`src/rtl/simd_rs_queue_alu_if.sv`:
```
// Request/result bundle for simd_rs_queue_alu: valid/ready request channel, valid/ready result channel,
// and queue occupancy. The slave side is the ALU; the master side drives requests and consumes results.
interface simd_rs_queue_alu_if #(
   parameter int LANES    = 4,
   parameter int WIDTH    = 8,
   parameter int RS_DEPTH = 4
);
   logic                           in_valid;
   logic                           in_ready;
   logic [2:0]                     in_opcode;
   logic [LANES*WIDTH-1:0]         in_a;
   logic [LANES*WIDTH-1:0]         in_b;
   logic                           out_valid;
   logic                           out_ready;
   logic [2:0]                     out_opcode;
   logic [LANES*(WIDTH+1)-1:0]     out_result;
   logic                           out_err;
   logic [$clog2(RS_DEPTH+1)-1:0]  rs_count;

   modport slave (
      input  in_valid, in_opcode, in_a, in_b, out_ready,
      output in_ready, out_valid, out_opcode, out_result, out_err, rs_count
   );

   modport master (
      output in_valid, in_opcode, in_a, in_b, out_ready,
      input  in_ready, out_valid, out_opcode, out_result, out_err, rs_count
   );
endinterface

```
`src/rtl/simd_rs_queue_alu.sv`:
```
// In-order RS queue feeding a per-lane SIMD ALU and a registered result stage; result valid two edges after the request is presented.
// in_ready drops only when the queue is full; a stalled result (out_ready=0) holds the output register and backs up into the queue.
module simd_rs_queue_alu #(
   parameter int LANES    = 4,
   parameter int WIDTH    = 8,
   parameter int RS_DEPTH = 4
) (
   input  logic                 clk,
   input  logic                 reset,
   simd_rs_queue_alu_if.slave   bus
);
   localparam int PW = (RS_DEPTH > 1) ? $clog2(RS_DEPTH) : 1;
   localparam int CW = $clog2(RS_DEPTH + 1);
   localparam int AW = LANES * WIDTH;
   localparam int RW = LANES * (WIDTH + 1);

   typedef struct packed {
      logic [2:0]    op;
      logic [AW-1:0] a;
      logic [AW-1:0] b;
   } rs_entry_t;

   rs_entry_t        r_mem [RS_DEPTH];
   logic [PW-1:0]    r_head;
   logic [PW-1:0]    r_tail;
   logic [CW-1:0]    r_count;
   logic             r_out_valid;
   logic [2:0]       r_out_op;
   logic [RW-1:0]    r_out_result;
   logic             r_out_err;

   logic             w_in_ready;
   logic             w_push;
   logic             w_issue;
   rs_entry_t        w_head;
   logic [RW-1:0]    w_result;
   logic             w_err;

   function automatic logic [WIDTH:0] lane_alu(input logic [2:0] op,
                                               input logic [WIDTH-1:0] a,
                                               input logic [WIDTH-1:0] b);
      logic [WIDTH:0] r;
      r = '0;
      case (op)
         3'b000: r = {1'b0, a} + {1'b0, b};
         3'b001: r = {1'b0, a} - {1'b0, b};
         3'b010: r = {1'b0, a | b};
         3'b011: r = {1'b0, a & b};
         3'b100: r = {1'b0, a ^ b};
         3'b101: r = {1'b0, (a < b) ? a : b};
         3'b110: r = {1'b0, (a > b) ? a : b};
         default: r = '0;
      endcase
      return r;
   endfunction

   // Full means full: a same-cycle issue does not reopen the slot.
   assign w_in_ready = (r_count != CW'(RS_DEPTH));
   assign w_push     = bus.in_valid && w_in_ready;
   assign w_issue    = (r_count != '0) && (!r_out_valid || bus.out_ready);
   assign w_head     = r_mem[r_head];

   always_comb begin
      w_result = '0;
      w_err    = (w_head.op == 3'b111);
      for (int i = 0; i < LANES; i++) begin
         w_result[i*(WIDTH+1) +: WIDTH+1] =
            lane_alu(w_head.op, w_head.a[i*WIDTH +: WIDTH], w_head.b[i*WIDTH +: WIDTH]);
      end
   end

   // Entry storage needs no reset; stale slots are unreachable once the pointers clear.
   always_ff @(posedge clk) begin
      if (w_push) begin
         r_mem[r_tail] <= {bus.in_opcode, bus.in_a, bus.in_b};
      end
   end

   always_ff @(posedge clk) begin
      if (reset) begin
         r_head  <= '0;
         r_tail  <= '0;
         r_count <= '0;
      end else begin
         if (w_push) begin
            r_tail <= r_tail + PW'(1);
         end
         if (w_issue) begin
            r_head <= r_head + PW'(1);
         end
         if (w_push && !w_issue) begin
            r_count <= r_count + CW'(1);
         end else if (!w_push && w_issue) begin
            r_count <= r_count - CW'(1);
         end
      end
   end

   always_ff @(posedge clk) begin
      if (reset) begin
         r_out_valid  <= 1'b0;
         r_out_op     <= '0;
         r_out_result <= '0;
         r_out_err    <= 1'b0;
      end else if (w_issue) begin
         r_out_valid  <= 1'b1;
         r_out_op     <= w_head.op;
         r_out_result <= w_result;
         r_out_err    <= w_err;
      end else if (bus.out_ready) begin
         r_out_valid  <= 1'b0;
      end
   end

   assign bus.in_ready   = w_in_ready;
   assign bus.out_valid  = r_out_valid;
   assign bus.out_opcode = r_out_op;
   assign bus.out_result = r_out_result;
   assign bus.out_err    = r_out_err;
   assign bus.rs_count   = r_count;
endmodule

```
`src/flat_wrapper.sv`:
```
// flat-port wrapper written by rule: the top's interface ports become plain ports
module simd_rs_queue_alu_flat 
#(
   parameter int LANES    = 4,
   parameter int WIDTH    = 8,
   parameter int RS_DEPTH = 4
)
  (clk, reset, bus_in_valid, bus_in_opcode, bus_in_a, bus_in_b, bus_out_ready, bus_in_ready, bus_out_valid, bus_out_opcode, bus_out_result, bus_out_err, bus_rs_count);
  simd_rs_queue_alu_if #(.LANES(LANES), .WIDTH(WIDTH), .RS_DEPTH(RS_DEPTH)) bus_i ();
  input  logic clk;
  input  logic reset;
  input wire logic [$bits(bus_i.in_valid)-1:0] bus_in_valid;
  input wire logic [$bits(bus_i.in_opcode)-1:0] bus_in_opcode;
  input wire logic [$bits(bus_i.in_a)-1:0] bus_in_a;
  input wire logic [$bits(bus_i.in_b)-1:0] bus_in_b;
  input wire logic [$bits(bus_i.out_ready)-1:0] bus_out_ready;
  output wire logic [$bits(bus_i.in_ready)-1:0] bus_in_ready;
  output wire logic [$bits(bus_i.out_valid)-1:0] bus_out_valid;
  output wire logic [$bits(bus_i.out_opcode)-1:0] bus_out_opcode;
  output wire logic [$bits(bus_i.out_result)-1:0] bus_out_result;
  output wire logic [$bits(bus_i.out_err)-1:0] bus_out_err;
  output wire logic [$bits(bus_i.rs_count)-1:0] bus_rs_count;
  assign bus_i.in_valid = bus_in_valid;
  assign bus_i.in_opcode = bus_in_opcode;
  assign bus_i.in_a = bus_in_a;
  assign bus_i.in_b = bus_in_b;
  assign bus_i.out_ready = bus_out_ready;
  assign bus_in_ready = bus_i.in_ready;
  assign bus_out_valid = bus_i.out_valid;
  assign bus_out_opcode = bus_i.out_opcode;
  assign bus_out_result = bus_i.out_result;
  assign bus_out_err = bus_i.out_err;
  assign bus_rs_count = bus_i.rs_count;
  simd_rs_queue_alu #(.LANES(LANES), .WIDTH(WIDTH), .RS_DEPTH(RS_DEPTH)) u_core (.clk(clk), .reset(reset), .bus(bus_i));
endmodule
```
`config.mk`:
```
export PLATFORM = sky130hd
export DESIGN_NAME = simd_rs_queue_alu_flat
export DESIGN_NICKNAME = d
export VERILOG_FILES = /design/src/rtl/simd_rs_queue_alu_if.sv /design/src/rtl/simd_rs_queue_alu.sv /design/src/flat_wrapper.sv
export SDC_FILE = /design/constraint.sdc
export NUM_CORES = 1
export LEC_CHECK = 0
export BUFFER_PORTS_ARGS = -buffer_cell sky130_fd_sc_hd__buf_2
export CAP_MARGIN = 25
export CORE_MARGIN = 1
export CORE_UTILIZATION = 55
export CTS_BUF_LIST = sky130_fd_sc_hd__clkbuf_16
export CTS_CLUSTER_DIAMETER = 150
export DETAILED_ROUTE_END_ITERATION = 10
export PLACE_DENSITY = 0.75
export SKIP_LAST_GASP = 1
export SLEW_MARGIN = 20
export SYNTH_ARGS = -nofsm -noshare
export SYNTH_HDL_FRONTEND = slang
export SYNTH_SLANG_ARGS = --single-unit
```
`constraint.sdc`:
```
create_clock -name clk -period 3.6 [get_ports clk]
set_clock_uncertainty 0.05 [all_clocks]
set_input_delay 0.72 -clock clk [delete_from_list [all_inputs] [get_ports clk]]
set_output_delay 0.72 -clock clk [all_outputs]
set_load 0.1 [all_outputs]
```
# Word level (Yosys, flattened, before mapping)
# Memory sizes are Yosys's and may differ from the RTL's. A register that Yosys moved wholly into a read port is not among the register bits.
# Cells that the tools add are included.
totals:
  elab_cells: 80
  ff_bits: 48
  mem_count: 1
  ramBits: 268
  out_inout_bits: 45
  inputBits: 71
memory_table:
  columns: ["name", "depth", "word_bits", "rd", "rd_ports_with_merged_regs", "write_ports", "line_no", "source"]
  rows:
  - ["u_core.r_mem", 4, 67, 1, 1, 1, "simd_rs_queue_alu.sv:23", "rs_entry_t r_mem [RS_DEPTH];"]
op_classes:
  muxes: 20
  reduce_logical: 12
  eq_ne: 8
  bitwise: 12
  addsub: 12
  order_cmp: 8
ops:
  columns: ["operator", "n"]
  rows:
  - ["$pmux 9 s7", 4]
  - ["$mux 8", 8]
  - ["$add 8x8->9", 4]
  - ["$sub 8x8->9", 4]
  - ["$and 8x8->8", 4]
  - ["$gt 8x8->1", 4]
  - ["$lt 8x8->1", 4]
  - ["$or 8x8->8", 4]
  - ["$xor 8x8->8", 4]
  - ["$eq 3x3->1 const B", 4]
  - ["$eq 3x2->1 const B", 2]
  - ["$mux 3", 2]
  - ["$add 2x1->2 const B", 2]
  - ["$logic_and 1x1->1", 4]
  - ["$mux 1", 4]
  - ["$mux 2", 2]
  - ["$reduce_bool 2->1", 2]
  - ["$add 3x1->3 const B", 1]
  - ["$eq 3x1->1 const B", 1]
  - ["$logic_not 1->1", 3]
  - ["$logic_not 3->1", 1]
  - ["$ne 3x3->1 const B", 1]
  - ["$reduce_bool 3->1", 1]
  - ["$sub 3x1->3 const B", 1]
  - ["$logic_or 1x1->1", 1]

# Logic depth before layout (Yosys ltp)
logic_depth:
  depth_word: 6
  depth_mapped: 16

# Worst setup path after synthesis
# No wires, ideal clock.
synth_path:
  path_type: "register to register"
  start: "reg u_core.r_count[0] (netlist: u_core.bus.rs_count[0])"
  end: "mem u_core.r_mem[0][0] (netlist bit) (enable)"
  path_slack_ns: -0.515
  path_buffers: 0
  stages_incl_launch_ff: 4
  t_required_ns: 3.117
  t_arrival_ns: 3.632
  synth_period_minus_slack_ns: 4.115
  path_cell_list: "dfxtp_1 -> nor2_1 -> nand2_1 -> and3_1"
synth_between:
  elab_chain_cells: 4
synth_lines:
  columns: ["item", "line_no", "source"]
  rows:
  - ["start: declaration", "simd_rs_queue_alu.sv:26", "logic [CW-1:0] r_count;"]
  - ["start signal: assignment", "simd_rs_queue_alu.sv:92", "r_count <= r_count + CW'(1);"]
  - ["start signal: assignment", "simd_rs_queue_alu.sv:94", "r_count <= r_count - CW'(1);"]
  - ["$ne 3x3->1", "simd_rs_queue_alu.sv:58", "assign w_in_ready = (r_count != CW'(RS_DEPTH));"]
  - ["net bus_in_ready", "flat_wrapper.sv:17", "output wire logic [$bits(bus_i.in_ready)-1:0] bus_in_ready;"]
  - ["$logic_and 1x1->1", "simd_rs_queue_alu.sv:59", "assign w_push = bus.in_valid && w_in_ready;"]
  - ["$mux 1", "simd_rs_queue_alu.sv:74", "if (w_push) begin"]
  - ["$mux 1 (implied by the code)", "simd_rs_queue_alu.sv:75", "r_mem[r_tail] <= {bus.in_opcode, bus.in_a, bus.in_b};"]
  - ["end: declaration", "simd_rs_queue_alu.sv:23", null]
# The timed path passes the listed nets, and every way through them passes these cells.

==> flow_metrics.env <==
export IMPL_grt_max_degree=68
export IMPL_drt_iter0_markers=1017
export IMPL_vias_per_cell=6.24
export IMPL_crit_type="reg -> reg"
export IMPL_critPathSlowestCell="mux4_2"
export IMPL_syn_inst=1327
export IMPL_grt_usage=0.289
export IMPL_drive_above_1_share=0.246
export IMPL_path_cells="buf_12, buf_4, mux4_2, ha_1, or2_1, or4_4, o211ai_2, o21bai_4, buf_12, mux2i_1, a21oi_1, a311oi_1"
export IMPL_cts_tree="done"
export IMPL_clock_sinks=318
export IMPL_io_buffers=115
export IMPL_num_rows=64
export IMPL_slowest_delay_ns=0.58
export IMPL_path_buf_inv=3
export IMPL_overflow=0
export IMPL_status="finished clean"
export IMPL_syn_cell_area_um2=17000
export IMPL_yosys_area_top_type="edfxtp_1"
export IMPL_die_w_um=178
export IMPL_r2r_setup_slack_ns=0.04
export IMPL_dp_hpwl_um=30400
export IMPL_area_growth_pct=17.0
export IMPL_drc=0
export IMPL_worstSetupPathDepth=12
export IMPL_synth_flop_cell="edfxtp_1"
export IMPL_worst_path_max_fanout=23
export IMPL_dp_cells=1857
export IMPL_synth_top_cell_area_share=0.473
export IMPL_startpoint_type="flip-flop"
export IMPL_via_count=12000
export IMPL_placed_area_um2=18500
export IMPL_min_path_type="in -> reg"
export IMPL_grt_pass1_vias=11800
export IMPL_gp_congestion=0.960
export IMPL_cts_buffers=34
export IMPL_fin_area_um2=19900
export IMPL_die_y_um=178
export IMPL_ys_ff_latch=318
export IMPL_io_pins=116
export IMPL_routedWlPerCell_um=23.4
export IMPL_wirelength_um=45000
export IMPL_finalMaxSlewViolations=0
export IMPL_reg2regPathDepth=12
export IMPL_min_period_ns=3.56
export IMPL_finalCritPeriodShare=0.989
export IMPL_core_um2=30500
export IMPL_grt_first_pass_wirelength_um=68100
export IMPL_antenna_cells=0
export IMPL_fmax_ghz=0.281
export IMPL_clock_latency_ns=0.51
export IMPL_avgSynthCellArea_um2=12.8
export IMPL_yosys_warnings=0
export IMPL_path_clk_slew_ns=0.06
export IMPL_cts_buffer_depth=3
export IMPL_async_reset_ff_frac=0
export IMPL_synth_nets=1508
export IMPL_root_buffer="clkbuf_16"
export IMPL_ant_nets=0
export IMPL_dr_pass1_iters=6
export IMPL_cts_max_level=2
export IMPL_finalSetupViolCount=0
export IMPL_end_kind="flip-flop"
export IMPL_ys_top_cells_by_area="edfxtp_1 47%, mux4_2 8.9%, ha_1 7.4%"
export IMPL_dieArea_um2=31700
export IMPL_worst_pin_slew_ns=0.892
export IMPL_required_ns=3.97
export IMPL_cpMostUsedCell="buf_12"
export IMPL_nFillCells=2293
export IMPL_maxCapViolations=0
export IMPL_holdPathStages=1
export IMPL_fin_cells=1922
export IMPL_cp_arrival_ns=3.93
export IMPL_cts_hold_buf=0
export IMPL_grt_antenna_before_repair=0
export IMPL_ys_seq_area_frac=0.532
export IMPL_nNetsFinal=1682
export IMPL_slew_headroom=0.403
export IMPL_rsz0062_at_grt="true"
export IMPL_synth_edf_count=268
export IMPL_start_util=0.558
export IMPL_finalHoldViolations=0
export IMPL_critPathTopFamily="multiplexers"
export IMPL_synth_cell_type_count=80
[area by class of cell]
class                           count  area (um^2)  area share
Inverter                           93          349      0.0175
Clock inverter                     24          350      0.0176
Multi-Input combinational cell    840         7270       0.365
Clock buffer                       37          926      0.0465
Tap cell                          396          495      0.0249
Timing Repair Buffer              214         1460      0.0735
Sequential cell                   318         9060       0.455
[final timing paths]
kind | start | to
worst min register to register | u_core.bus.out_opcode[0] | u_core.bus.out_opcode[0]
worst max register to register | flip-flop | u_core.bus.out_result[3]
worst max-delay path | flip-flop | u_core.bus.out_result[3]
worst min-delay path | bus_in_b[26] | u_core.r_mem[1][26]
[synth_stat cells (9+ instances only)]
cell      instances
clkbuf_1         27
xnor2_1          14
a311oi_1         10
o211ai_1         16
mux4_2           67
fa_1              9
a221oi_1         13
a21o_1           10
a211oi_1         13
o21ai_0          55
nand2_1          94
inv_1            92
o22ai_1           9
nand3_1          15
edfxtp_1        268
nor3_1           24
a22oi_1          15
nand2b_1         10
a21oi_1          90
ha_1            101
xor2_1            9
mux2i_1          53
nor2_1           60
buf_4            10
dfxtp_1          50
buf_2            32
[stage by stage]
stage	TNS [ns]	util	setup slack (ns)	hold slack (ns)
2_1_floorplan	0	-	0.0259	0.435
3_3_place_gp	0	0.608	0.125	0.393
3_5_place_dp	0	0.608	0.0851	0.397
4_1_cts	0	0.650	0.0563	0.351
5_1_grt	-0.815	0.653	-0.0949	0.354
6_report	0	0.653	0.0405	0.369
[registers in the layout (all words and copies together), names as in the netlist, named ones only]
register               cells
u_core.bus.out_result     36
u_core.r_head              2
u_core.r_mem             268
u_core.bus.out_opcode      3
u_core.bus.out_err         1
u_core.r_tail              2
u_core.bus.out_valid       1
u_core.bus.rs_count        3
[routing by layer]
layer  up-vias  track usage  part of all wire
li1       5430            -                 -
met1      5944        0.385              0.41
met2       518        0.470              0.47
met3       102       0.0611             0.084
met4         0       0.0972             0.032
met5         -            0                 0
[timing repair]
| action | 4_1_cts | 5_1_grt |
|---|---|---|
| resized for setup | 0 | 14 |
| buffers inserted | 0 | 4 |
| endpoints found under the setup margin | 0 | 25 |
| hold endpoints to repair | 0 | 0 |
[kinds of logic (layout without fill, tap and decap cells)]
logic type | count (synthesis) | count (layout) | synth area share
flops | 318 | 318 | 0.532
mux | 125 | 125 | 0.123
simple gates | 251 | 251 | 0.0698
buf+inv | 169 | 368 | 0.0441
compound gates | 331 | 331 | 0.135
xor+xnor | 23 | 23 | 0.0118
fa+ha+maj | 110 | 110 | 0.0848
[placed cells by master, fill, tap and decap left out, drive strengths merged, types with 6 or more instances in the layout]
cell type / instances
a22o: 8
inv: 95
nor2: 67
a311oi: 10
nor3: 26
dfxtp: 50
o21bai: 8
a22oi: 15
nor2b: 8
o2bb2ai: 6
a211oi: 14
clkinv: 11
xnor2: 14
mux2i: 53
a222oi: 8
o311ai: 6
o22ai: 9
fa: 9
mux4: 67
buf: 214
clkbuf: 37
a21o: 10
xor2: 9
nand3: 16
o211ai: 17
and3: 6
bufinv: 9
a32oi: 6
ha: 101
o31ai: 6
edfxtp: 268
o21ai: 61
nand2: 94
a21oi: 91
a221oi: 13
nand2b: 11
Power is not shown: default switching activity piles up to over one toggle a cycle in this logic, so the estimate is an artifact.
